`config.mk`:
```
export PLATFORM = sky130hd
export DESIGN_NAME = user_obi_mgr_arbiter
export DESIGN_NICKNAME = d
export VERILOG_FILES = /design/src/rtl/user_obi_mgr_arbiter_pkg.sv /design/src/rtl/user_obi_mgr_arbiter_fifo.sv /design/src/rtl/user_obi_mgr_arbiter.sv
export SDC_FILE = /design/constraint.sdc
export NUM_CORES = 1
export LEC_CHECK = 0
export ABC_AREA = 0
export ABC_CLOCK_PERIOD_IN_PS = 3380
export CORE_AREA = 2 2 128 130
export CTS_BUF_LIST = sky130_fd_sc_hd__clkbuf_8
export CTS_CLUSTER_SIZE = 40
export DETAILED_ROUTE_END_ITERATION = 12
export DIE_AREA = 0 0 130 132
export GPL_ROUTABILITY_DRIVEN = 0
export PLACE_DENSITY = 0.57
export SLEW_MARGIN = 20
export SYNTH_ARGS = -nofsm -noshare
export SYNTH_HDL_FRONTEND = slang
export SYNTH_SLANG_ARGS = --single-unit
```
`constraint.sdc`:
```
create_clock -name clk_i -period 3.38 [get_ports clk_i]
set_input_delay 0.676 -clock clk_i [delete_from_list [all_inputs] [get_ports clk_i]]
set_output_delay 0.676 -clock clk_i [all_outputs]
set_load 0.03 [all_outputs]
```
`src/rtl/user_obi_mgr_arbiter_pkg.sv`:
```
// Shared types for the user-domain OBI manager arbiter.
// Bus structs mirror the Croc manager-side OBI configuration.
package user_obi_mgr_arbiter_pkg;

    localparam int unsigned AddrWidth  = 32;
    localparam int unsigned DataWidth  = 32;
    localparam int unsigned IdWidth    = 1;
    localparam int unsigned NumUserMgr = 2;

    typedef enum logic [0:0] {
        UserMgr0 = 1'b0,
        UserMgr1 = 1'b1
    } user_mgr_e;

    typedef struct packed {
        logic [AddrWidth-1:0]   addr;
        logic                   we;
        logic [DataWidth/8-1:0] be;
        logic [DataWidth-1:0]   wdata;
        logic [IdWidth-1:0]     aid;
        logic                   a_optional;
    } obi_a_chan_t;

    typedef struct packed {
        obi_a_chan_t a;
        logic        req;
    } mgr_obi_req_t;

    typedef struct packed {
        logic [DataWidth-1:0] rdata;
        logic [IdWidth-1:0]   rid;
        logic                 err;
        logic                 r_optional;
    } obi_r_chan_t;

    typedef struct packed {
        obi_r_chan_t r;
        logic        gnt;
        logic        rvalid;
    } mgr_obi_rsp_t;

    function automatic int unsigned idx_width(int unsigned n);
        return (n > 1) ? $clog2(n) : 1;
    endfunction

endpackage

```
`src/rtl/user_obi_mgr_arbiter_fifo.sv`:
```
// Non-fall-through FIFO holding the requester index of each granted
// transaction so responses can be routed back in order.
module user_obi_mgr_arbiter_fifo
    import user_obi_mgr_arbiter_pkg::*;
#(
    parameter int unsigned DataWidth = 1,
    parameter int unsigned Depth     = 2
) (
    input  logic                 clk_i,
    input  logic                 rst_ni,
    input  logic                 flush_i,
    input  logic                 testmode_i,
    output logic                 full_o,
    output logic                 empty_o,
    input  logic [DataWidth-1:0] data_i,
    input  logic                 push_i,
    output logic [DataWidth-1:0] data_o,
    input  logic                 pop_i
);
    localparam int unsigned PtrW = idx_width(Depth);
    localparam int unsigned CntW = $clog2(Depth + 1);

    typedef logic [PtrW-1:0] ptr_t;

    logic [DataWidth-1:0] mem_q [Depth];
    ptr_t                 wr_q, wr_d, rd_q, rd_d;
    logic [CntW-1:0]      cnt_q, cnt_d;
    logic                 do_push, do_pop;
    logic                 unused_tm;

    assign unused_tm = testmode_i;

    function automatic ptr_t ptr_inc(ptr_t p);
        return (p == ptr_t'(Depth - 1)) ? '0 : p + 1'b1;
    endfunction

    assign full_o  = (cnt_q == CntW'(Depth));
    assign empty_o = (cnt_q == '0);
    assign data_o  = mem_q[rd_q];
    assign do_push = push_i & ~full_o;
    assign do_pop  = pop_i & ~empty_o;

    always_comb begin
        wr_d  = do_push ? ptr_inc(wr_q) : wr_q;
        rd_d  = do_pop ? ptr_inc(rd_q) : rd_q;
        cnt_d = cnt_q;
        if (do_push && !do_pop) begin
            cnt_d = cnt_q + 1'b1;
        end else if (do_pop && !do_push) begin
            cnt_d = cnt_q - 1'b1;
        end
        if (flush_i) begin
            wr_d  = '0;
            rd_d  = '0;
            cnt_d = '0;
        end
    end

    always_ff @(posedge clk_i or negedge rst_ni) begin
        if (!rst_ni) begin
            wr_q  <= '0;
            rd_q  <= '0;
            cnt_q <= '0;
            for (int i = 0; i < int'(Depth); i++) begin
                mem_q[i] <= '0;
            end
        end else begin
            wr_q  <= wr_d;
            rd_q  <= rd_d;
            cnt_q <= cnt_d;
            if (do_push) begin
                mem_q[wr_q] <= data_i;
            end
        end
    end

endmodule

```
`src/rtl/user_obi_mgr_arbiter.sv`:
```
// Round-robin arbiter sharing the user-domain OBI manager port between
// NumReq managers, with in-order response routing via an index FIFO.
module user_obi_mgr_arbiter
    import user_obi_mgr_arbiter_pkg::*;
#(
    parameter type         obi_req_t   = mgr_obi_req_t,
    parameter type         obi_rsp_t   = mgr_obi_rsp_t,
    parameter int unsigned NumReq      = NumUserMgr,
    parameter int unsigned NumMaxTrans = 2
) (
    input  logic     clk_i,
    input  logic     rst_ni,
    input  logic     testmode_i,
    input  obi_req_t sbr_req_i [NumReq],
    output obi_rsp_t sbr_rsp_o [NumReq],
    output obi_req_t mgr_req_o,
    input  obi_rsp_t mgr_rsp_i
);
    localparam int unsigned IdxW = idx_width(NumReq);

    typedef logic [IdxW-1:0] idx_t;

    idx_t rr_q, rr_d, lidx_q, lidx_d;
    idx_t sel, head;
    logic lock_q, lock_d;
    logic full, empty, hs, pop;

    // Reverse scan so the candidate closest to rr_q is written last.
    always_comb begin
        sel = lock_q ? lidx_q : rr_q;
        if (!lock_q) begin
            for (int k = int'(NumReq) - 1; k >= 0; k--) begin
                if (sbr_req_i[(int'(rr_q) + k) % int'(NumReq)].req) begin
                    sel = idx_t'((int'(rr_q) + k) % int'(NumReq));
                end
            end
        end
    end

    always_comb begin
        mgr_req_o     = sbr_req_i[sel];
        mgr_req_o.req = sbr_req_i[sel].req & ~full;
    end

    assign hs  = mgr_req_o.req & mgr_rsp_i.gnt;
    assign pop = mgr_rsp_i.rvalid & ~empty;

    always_comb begin
        rr_d   = rr_q;
        lock_d = lock_q;
        lidx_d = lidx_q;
        if (hs) begin
            lock_d = 1'b0;
            rr_d   = (sel == idx_t'(NumReq - 1)) ? '0 : sel + 1'b1;
        end else if (mgr_req_o.req) begin
            lock_d = 1'b1;
            lidx_d = sel;
        end
    end

    always_ff @(posedge clk_i or negedge rst_ni) begin
        if (!rst_ni) begin
            rr_q   <= '0;
            lock_q <= 1'b0;
            lidx_q <= '0;
        end else begin
            rr_q   <= rr_d;
            lock_q <= lock_d;
            lidx_q <= lidx_d;
        end
    end

    always_comb begin
        for (int i = 0; i < int'(NumReq); i++) begin
            sbr_rsp_o[i]        = mgr_rsp_i;
            sbr_rsp_o[i].gnt    = hs && (sel == idx_t'(i));
            sbr_rsp_o[i].rvalid = pop && (head == idx_t'(i));
        end
    end

    user_obi_mgr_arbiter_fifo #(
        .DataWidth (IdxW),
        .Depth     (NumMaxTrans)
    ) i_id_fifo (
        .clk_i      (clk_i),
        .rst_ni     (rst_ni),
        .flush_i    (1'b0),
        .testmode_i (testmode_i),
        .full_o     (full),
        .empty_o    (empty),
        .data_i     (sel),
        .push_i     (hs),
        .data_o     (head),
        .pop_i      (pop)
    );

    // A response with nothing outstanding has no owner and is dropped.
    assert property (@(posedge clk_i) disable iff (!rst_ni)
        mgr_rsp_i.rvalid |-> !empty);

endmodule

```
==> results of run 1 <==
-- worst max-delay path by stage --
stage / to / slack (ns) / depth (start not counted)
detailed placement: mgr_req_o[59] / -0.19 / 6
global route: mgr_req_o[59] / -0.006 / 7
finish: mgr_req_o[67] / 0.05 / 8
floorplan: mgr_req_o[10] / 0.85 / 5
CTS: mgr_req_o[55] / 0.04 / 7
global placement: mgr_req_o[2] / -0.16 / 6
-- routing by layer --
| layer | GRT usage | share of wire | up-vias |
|---|---|---|---|
| met5 | 0 | 0 | - |
| met2 | 0.166 | 0.55 | 153 |
| met1 | 0.0778 | 0.34 | 893 |
| li1 | - | - | 915 |
| met3 | 0.0138 | 0.094 | 12 |
| met4 | 0.0203 | 0.012 | 0 |
-- cell type report --
class	count	area share
clock buffer	3	0.0107
timing repair buffer	235	0.590
clock inverter	1	0.00129
multi-input combinational	104	0.269
inverter	1	0.000971
tap	216	0.0699
sequential	9	0.0583
-- registers in the layout, indices dropped and copies added, names as in the netlist --
| name | count |
|---|---|
| i_id_fifo.cnt_q | 2 |
| i_id_fifo.mem_q | 2 |
| i_id_fifo.rd_q | 1 |
| i_id_fifo.wr_q | 1 |
| lidx_q | 1 |
| lock_q | 1 |
| rr_q | 1 |
-- what timing repair did --
item                                    4_1_cts  5_1_grt
setup buffers                                 1        1
resized for setup                            89       18
endpoints found under the setup margin       60       17
gates cloned                                  1        1
pin swaps                                     0        1
endpoints found under the hold margin         0        0
-- cells in the final DEF (no fill, tap or decap) --
cell / count
clkdlybuf4s50_1: 150
dlygate4sd2_1: 45
mux2_2: 38
mux2_1: 36
buf_4: 19
dfrtp_1: 9
buf_2: 8
nor2_1: 6
clkdlybuf4s15_2: 6
nor3_1: 3
xnor2_1: 3
clkbuf_8: 3
buf_12: 3
nand2b_1: 2
o21ai_0: 2
xor2_1: 2
a21boi_1: 1
nand2_1: 1
o31ai_4: 1
a21oi_1: 1
inv_1: 1
o221ai_1: 1
mux2i_1: 1
nor2b_1: 1
and2_1: 1
nor3b_1: 1
nor4_1: 1
o22a_1: 1
ha_1: 1
clkinv_2: 1
buf_16: 1
clkbuf_16: 1
clkdlybuf4s15_1: 1
buf_6: 1
-- power breakdown --
group | total, mW | internal [mW] | switching [mW]
Clock | 0.127 | 0.0806 | 0.0462
Combinational | 2.35 | 1.09 | 1.26
Sequential | 0.211 | 0.163 | 0.0477
-- through the flow --
| step | hold WS, ns | power, mW | area (um^2) |
|---|---|---|---|
| after floorplan | 0.380 | 1.83 | 1850 |
| after detailed placement | 0.490 | 2.61 | 3820 |
| after CTS | 0.499 | 2.66 | 3870 |
| after global placement | 0.474 | 2.58 | 3820 |
| after global routing | 0.516 | 2.85 | 3870 |
| final | 0.504 | 2.69 | 3870 |
-- critical path, cell delays in order --
cell and delay, ns:
clkdlybuf4s50_1 0.52, a21boi_1 0.11, o31ai_4 0.27, buf_12 0.16, buf_6 0.11, buf_16 0.16, mux2_2 0.35, clkdlybuf4s15_2 0.28
-- kinds of logic after synthesis --
group	after synthesis	synth area share
buffers and inverters	79	0.322
adder cells (fa/ha/maj)	1	0.00675
XOR/XNOR	5	0.0236
flip-flops	9	0.121
AND/OR/NAND/NOR	16	0.0432
multiplexers	75	0.455
AO/OA/AOI/OAI	7	0.0283
==> run_results.csv, run 1 <==
group,metric,value,unit
outcome,status,"complete, no violations",
cells_and_area,final_util,0.246,
timing,setup_viol,0,
synth,syn_nets,377,
route,final_antenna_net_count,0,
timing,skew,0.00232,ns
floorplan,start_util,0.118,
global_routing,antenna_found_initial,0,
cells_and_area,ff_latch_area,225,um^2
cells_and_area,layout-drive-gt1-share,0.232,
timing,fin_crit,3.33,ns
synth,synth.ff_latch_count,9,
cells_and_area,multiInputGateArea,1040,um^2
synth,synth.area.top_cells,"buf_4 29%, mux2_2 23%, mux2_1 22%",
min_path,hp-class,"flop to flop",
synth,synth_top_area_cell,"buf_4",
setup_path,criticalPathCategory,"primary input to output pin",
clock_tree,clk_latency,0.24,ns
setup_path,r2r_slack,1.48,ns
synth,syn_avg_cell_area,9.66,um^2
clock_tree,clk_pin_slew_worst_paths,0.05,ns
clock_tree,clock-sinks,9,
synth,yosys.cell_count.top_type,"buf_4",
route,drtPass1Iterations,2,
timing,post-route-period-util,0.984,
timing,slew_violations,0,
setup_path,crit_path_end_kind,"output pin",
clock_tree,cts_buffer_depth,2,
global_routing,grt_pass1_vias,2185,
floorplan,die_x,130,um
floorplan,core-area,15700,um^2
route,drc,0,
cells_and_area,area_growth,109,%
clock_tree,holdBufCountCts,0,
global_routing,overflow,0,
cells_and_area,n_antenna_cell,0,
timing,worst_pin_slew,0.517,ns
route,wl_per_cell,13.7,um
cells_and_area,fin_cells,569,
route,wirelength,7770,um
min_path,min_to,"i_id_fifo.wr_q",
synth,synth_top_flop_cell,"dfrtp_1",
synth,synth-seq-area-share,0.121,
timing,hold_viol_final,0,
route,vias_per_cell,3.47,
floorplan,dieArea,17200,um^2
flow_run,maxCapViolCount,0,
synth,synth.distinct_cells,25,
placed_design,pre_cts_ws,-0.187,ns
synth,async_flop_share,1.00,
setup_path,cp_data_required_time,2.70,ns
setup_path,reg2reg_to,"i_id_fifo.cnt_q[1]",
placed_design,dp_cells,561,
clock_tree,cts_tree,"done",
setup_path,r2r-start,"lock_q",
global_routing,grt_max_degree,31,
synth,ys_warn_count,0,
global_routing,grt_pass1_wl,11000,um
power_and_ir_drop,power.leakage,1.54,nW
clock_tree,cts_buffers,3,
floorplan,die_y,132,um
synth,synthTopCellsByCount,"71 x buf_4, 38 x mux2_2, 36 x mux2_1",
setup_path,arrival,2.65,ns
clock_tree,cts_root_buffer,"clkbuf_8",
global_routing,grt_use_total,0.0796,
clock_tree,htreeDepth,1,
cells_and_area,fin_nets,539,
timing,max_slew_margin,0.655,
min_path,min_from,"i_id_fifo.wr_q",
min_path,min_path_cells,1,
setup_path,crit_path_max_fanout,19,
setup_path,reg2reg_depth,7,
synth,synth-edff-count,0,
cells_and_area,nFillCells,1714,
synth,synth_top_area_share,0.287,
timing,max_freq,301,MHz
synth,synthesis.area,1850,um^2
placed_design,hpwl,6420,um
synth,synth_cells,192,
floorplan,fp-row-count,46,
timing,setup_tns,0,ns
placed_design,io_buffers,223,
power_and_ir_drop,peakVddDrop,0.000369,V
setup_path,setup.worst_path.start,"sbr_req_i[0]",
power_and_ir_drop,powerDensity,695,nW/um^2
floorplan,ios,330,
route,first_iter_violations,19,
route,dr_total_vias,1973,
setup_path,cp-start-kind,"primary input",
timing,timing.final.ws_setup,0.0529,ns
No activity file was read; power rests on OpenSTA's default activity.
==> run 2, diff against run 1 <==
--- a/config.mk
+++ b/config.mk
@@ -6,14 +6,14 @@
 export NUM_CORES = 1
 export LEC_CHECK = 0
 export ABC_AREA = 0
-export ABC_CLOCK_PERIOD_IN_PS = 3380
-export CORE_AREA = 2 2 128 130
+export ABC_CLOCK_PERIOD_IN_PS = 3800
+export CORE_AREA = 2 2 130 132
 export CTS_BUF_LIST = sky130_fd_sc_hd__clkbuf_8
 export CTS_CLUSTER_SIZE = 40
 export DETAILED_ROUTE_END_ITERATION = 12
-export DIE_AREA = 0 0 130 132
+export DIE_AREA = 0 0 132 134
 export GPL_ROUTABILITY_DRIVEN = 0
-export PLACE_DENSITY = 0.57
+export PLACE_DENSITY = 0.56
 export SLEW_MARGIN = 20
 export SYNTH_ARGS = -nofsm -noshare
 export SYNTH_HDL_FRONTEND = slang
==> constraint.sdc (replaced) <==
create_clock -name clk_i -period 3.8 [get_ports clk_i]
set_input_delay 0.76 -clock clk_i [delete_from_list [all_inputs] [get_ports clk_i]]
set_output_delay 0.76 -clock clk_i [all_outputs]
set_load 0.05 [all_outputs]
==> run 2 against run 1 <==
  * Routed wire length shrank 11%
  * Critical path depth shrank 2
  * Register-to-register slack gained 0.42 ns
  * Critical path type unchanged
  * Sequential cell count is the same
  * Final area shrank 4.9%
  * Global-route usage shrank 0.81 points
  * Clock skew grew 0.00059 ns
  * Worst setup slack gained 0.29 ns
  * Sequential share of layout area grew 0.30 points
  * Combinational power grew 2%
==> run_results.csv, run 2 (same netlist as run 1, synthesis figures left out) <==
group,metric,value,unit
outcome,status,"complete, no violations",
floorplan,start_util,0.114,
cells_and_area,final_util,0.226,
placed_design,dp_cells,559,
route,vias_per_cell,3.36,
timing,max_slew_margin,0.636,
min_path,min_path_cells,1,
clock_tree,holdBufCountCts,0,
placed_design,hpwl,6000,um
timing,fin_crit,3.46,ns
power_and_ir_drop,powerDensity,731,nW/um^2
timing,grt_setup_unrepaired,"false",
route,drc,0,
cells_and_area,n_antenna_cell,0,
timing,max_freq,289,MHz
clock_tree,cts_resized,0,
clock_tree,clk_pin_slew_worst_paths,0.04,ns
cells_and_area,multiInputGateArea,1040,um^2
timing,setup_viol,0,
cells_and_area,final_area,3680,um^2
floorplan,core-area,16300,um^2
global_routing,overflow,0,
global_routing,grt_use_total,0.0714,
clock_tree,cts_root_buffer,"clkbuf_8",
cells_and_area,ff_latch_area,225,um^2
floorplan,die_x,132,um
timing,slew_violations,0,
timing,timing.final.ws_setup,0.338,ns
timing,worst_pin_slew,0.540,ns
setup_path,cp-start-kind,"primary input",
global_routing,grt_max_degree,47,
placed_design,io_buffers,223,
placed_design,place_area,3630,um^2
power_and_ir_drop,power.leakage,1.46,nW
clock_tree,cts_tree,"done",
timing,post-route-period-util,0.911,
setup_path,crit_path_max_fanout,30,
route,final_antenna_net_count,0,
clock_tree,clk_latency,0.23,ns
setup_path,cp_slowest_cell,"clkdlybuf4s50_1",
cells_and_area,nFillCells,1761,
global_routing,antenna_found_initial,0,
route,wirelength,6920,um
global_routing,grt_pass1_wl,10600,um
floorplan,die_y,134,um
timing,skew,0.00291,ns
setup_path,criticalPathCategory,"primary input to output pin",
route,drtPass1Iterations,4,
cells_and_area,fin_cells,563,
cells_and_area,top_regs,"i_id_fifo.cnt_q x2, i_id_fifo.mem_q x2",
timing,setup_tns,0,ns
cells_and_area,area_growth,98.3,%
setup_path,arrival,2.70,ns
setup_path,worst_path_most_repeated_cell,"buf_4",
min_path,hp-class,"flop to flop",
floorplan,dieArea,17700,um^2
timing,hold_viol_final,0,
setup_path,cp_data_required_time,3.04,ns
global_routing,grt_pass1_vias,2066,
clock_tree,post_cts_buffers,0,
cells_and_area,final_common_cell,"clkdlybuf4s50_1",
flow_run,maxCapViolCount,0,
setup_path,slowest_delay,0.56,ns
power_and_ir_drop,peakVddDrop,0.000412,V
floorplan,ios,330,
setup_path,crit_chain,"clkdlybuf4s50_1 -> nor2_1 -> o31ai_4 -> buf_4 -> mux2_2 -> buf_4",
placed_design,pre_cts_ws,0.337,ns
power_and_ir_drop,fin_total_pwr,2.69,mW
cells_and_area,final_cell_mix,"149 x clkdlybuf4s50_1, 74 x buf_4, 38 x mux2_2, 36 x mux2_1, 9 x dfrtp_1",
clock_tree,cts_buffers,3,
floorplan,fp-row-count,47,
timing,hold_ws,0.486,ns
setup_path,crit_path_end_kind,"output pin",
clock_tree,htreeDepth,1,
cells_and_area,layout-drive-gt1-share,0.344,
route,first_iter_violations,33,
route,wl_per_cell,12.3,um
route,dr_total_vias,1894,
setup_path,reg2reg_depth,7,
clock_tree,clock-sinks,9,
clock_tree,cts_buffer_depth,2,
cells_and_area,fin_nets,529,
==> run 2: critical path: cells and delay by family <==
family	cells	cell delay, ns
AOI/OAI and AO/OA	1	0.29
buffers and inverters	3	1.15
muxes	1	0.39
and+or+nand+nor	1	0.10
==> run 2: final cells by class <==
cell class	count	area share
clock buffers	3	0.0112
clock inverters	1	0.00102
inverters	1	0.00102
well taps	220	0.0749
multi-input cells	104	0.283
flip-flops and latches	9	0.0612
repair buffers	225	0.568
==> run 2: per-layer routing <==
layer	wire, um	track usage	share of wire	up-vias
met5	0	0	0	-
met3	672	0.0200	0.097	18
met4	172	0.0290	0.025	0
met1	2320	0.0704	0.34	862
met2	3750	0.140	0.54	121
li1	-	-	-	893
==> run 2: worst paths after layout <==
kind                       slack (ns)            endpoint      startpoint
max                              0.34       mgr_req_o[70]    sbr_req_i[0]
min                              0.49      i_id_fifo.wr_q  i_id_fifo.wr_q
max reg2reg                      1.90  i_id_fifo.cnt_q[1]          lock_q
min reg2reg                      0.49      i_id_fifo.wr_q  i_id_fifo.wr_q
max in group asynchronous        2.69  i_id_fifo.mem_q[0]          rst_ni
min in group asynchronous        0.82  i_id_fifo.cnt_q[1]          rst_ni
==> run 2: power by group <==
part           switching (mW)  total, mW  internal (mW)
registers              0.0420      0.187          0.146
clock network          0.0380      0.108         0.0703
logic                    1.50       2.39          0.896
==> run 3, diff against run 2 <==
--- a/config.mk
+++ b/config.mk
@@ -8,7 +8,7 @@
 export ABC_AREA = 0
 export ABC_CLOCK_PERIOD_IN_PS = 3800
 export CORE_AREA = 2 2 130 132
-export CTS_BUF_LIST = sky130_fd_sc_hd__clkbuf_8
+export CTS_BUF_LIST = sky130_fd_sc_hd__clkbuf_4 sky130_fd_sc_hd__clkbuf_8
 export CTS_CLUSTER_SIZE = 40
 export DETAILED_ROUTE_END_ITERATION = 12
 export DIE_AREA = 0 0 132 134
==> run 3 against run 2 <==
  * Global-route usage stayed put
  * Non-clock buffer count stayed put
  * Critical endpoint unchanged
  * Routed wire length hardly changed
  * Final area is 0.10% higher
  * Clock power is 9% higher
  * Largest power group unchanged
  * Sequential power hardly changed
==> run_results.csv, run 3 (same netlist as run 1, synthesis figures left out) <==
group,metric,value,unit
route,dr_total_vias,1895,
timing,post-route-period-util,0.911,
cells_and_area,n_antenna_cell,0,
timing,setup_viol,0,
cells_and_area,area_growth,98.5,%
timing,grt_setup_unrepaired,"false",
floorplan,ios,330,
clock_tree,cts_buffer_depth,2,
cells_and_area,fin_nets,529,
timing,slew_violations,0,
floorplan,dieArea,17700,um^2
global_routing,overflow,0,
setup_path,criticalPathCategory,"primary input to output pin",
route,vias_per_cell,3.37,
cells_and_area,ff_latch_area,225,um^2
timing,hold_viol_final,0,
timing,hold_ws,0.488,ns
outcome,status,"complete, no violations",
global_routing,grt_use_total,0.0714,
setup_path,cp_data_required_time,3.04,ns
floorplan,fp-row-count,47,
cells_and_area,layout-drive-gt1-share,0.347,
cells_and_area,final_cell_mix,"149 x clkdlybuf4s50_1, 74 x buf_4, 38 x mux2_2, 36 x mux2_1, 9 x dfrtp_1",
floorplan,die_x,132,um
timing,worst_pin_slew,0.545,ns
timing,timing.final.ws_setup,0.338,ns
global_routing,grt_pass1_wl,10600,um
clock_tree,post_cts_buffers,0,
route,first_iter_violations,33,
setup_path,arrival,2.70,ns
cells_and_area,top_regs,"i_id_fifo.cnt_q x2, i_id_fifo.mem_q x2",
timing,fin_crit,3.46,ns
timing,max_freq,289,MHz
power_and_ir_drop,peakVddDrop,0.000412,V
route,final_antenna_net_count,0,
timing,skew,0.00251,ns
route,wirelength,6910,um
floorplan,die_y,134,um
route,drc,0,
timing,max_slew_margin,0.633,
cells_and_area,fin_cells,563,
setup_path,crit_path_max_fanout,30,
clock_tree,cts_tree,"done",
min_path,hp-class,"flop to flop",
clock_tree,cts_root_buffer,"clkbuf_8",
cells_and_area,final_area,3680,um^2
placed_design,place_area,3630,um^2
cells_and_area,nFillCells,1759,
flow_run,maxCapViolCount,0,
clock_tree,clk_pin_slew_worst_paths,0.04,ns
global_routing,grt_pass1_vias,2066,
clock_tree,clock-sinks,9,
placed_design,pre_cts_ws,0.337,ns
route,drtPass1Iterations,4,
clock_tree,clk_latency,0.23,ns
cells_and_area,multiInputGateArea,1040,um^2
clock_tree,cts_buffers,3,
cells_and_area,final_common_cell,"clkdlybuf4s50_1",
placed_design,hpwl,6000,um
setup_path,cp-start-kind,"primary input",
setup_path,crit_path_end_kind,"output pin",
global_routing,antenna_found_initial,0,
floorplan,start_util,0.114,
power_and_ir_drop,powerDensity,733,nW/um^2
placed_design,dp_cells,559,
power_and_ir_drop,power.leakage,1.46,nW
global_routing,grt_max_degree,47,
clock_tree,cts_resized,0,
placed_design,io_buffers,223,
route,wl_per_cell,12.3,um
timing,setup_tns,0,ns
floorplan,core-area,16300,um^2
clock_tree,holdBufCountCts,0,
clock_tree,htreeDepth,1,
[run 3: cell types whose count changed in the layout (fill, tap and decap cells not counted)]
cell | previous run | this run
inv_1 | 2 | 1
clkbuf_4 | 0 | 1
[run 3: worst paths after layout]
check | start | endpoint | slack (ns) | cells after the start
setup / recovery | sbr_req_i[0] | mgr_req_o[70] | 0.34 | 6
hold / removal | i_id_fifo.wr_q | i_id_fifo.wr_q | 0.49 | 1
setup reg to reg | lock_q | i_id_fifo.cnt_q[1] | 1.90 | 7
hold reg to reg | i_id_fifo.wr_q | i_id_fifo.wr_q | 0.49 | 1
max in group asynchronous | rst_ni | i_id_fifo.mem_q[0] | 2.69 | 1
min in group asynchronous | rst_ni | i_id_fifo.cnt_q[1] | 0.82 | 1
[run 3: metal layers]
metal | share of wire | routed length (um) | GRT usage
met5 | 0 | 0 | 0
met4 | 0.025 | 172 | 0.0290
met3 | 0.097 | 672 | 0.0200
met2 | 0.54 | 3740 | 0.140
met1 | 0.34 | 2320 | 0.0704
[run 3: final cells by class]
| cell class | count | area share |
|---|---|---|
| repair buffers | 225 | 0.567 |
| flip-flops and latches | 9 | 0.0612 |
| inverters | 1 | 0.00102 |
| well taps | 220 | 0.0748 |
| clock buffers | 4 | 0.0133 |
| multi-input cells | 104 | 0.283 |
[run 3: worst max-delay path, cell delays in order]
cell and delay [ns]:
clkdlybuf4s50_1 0.56, nor2_1 0.10, o31ai_4 0.29, buf_4 0.40, mux2_2 0.39, buf_4 0.19
[run 3: report_power, final]
part / leakage [nW] / internal [mW] / switching, mW
clock network: 0.0262 / 0.0802 / 0.0382
logic: 1.33 / 0.896 / 1.50
registers: 0.108 / 0.145 / 0.0422
[run 3: metrics by stage]
stage	util	power, mW
finish	0.226	2.70
global route	0.226	2.83
CTS	0.226	2.73
floorplan	-	2.14
detailed placement	0.223	2.59
global placement	0.223	2.58
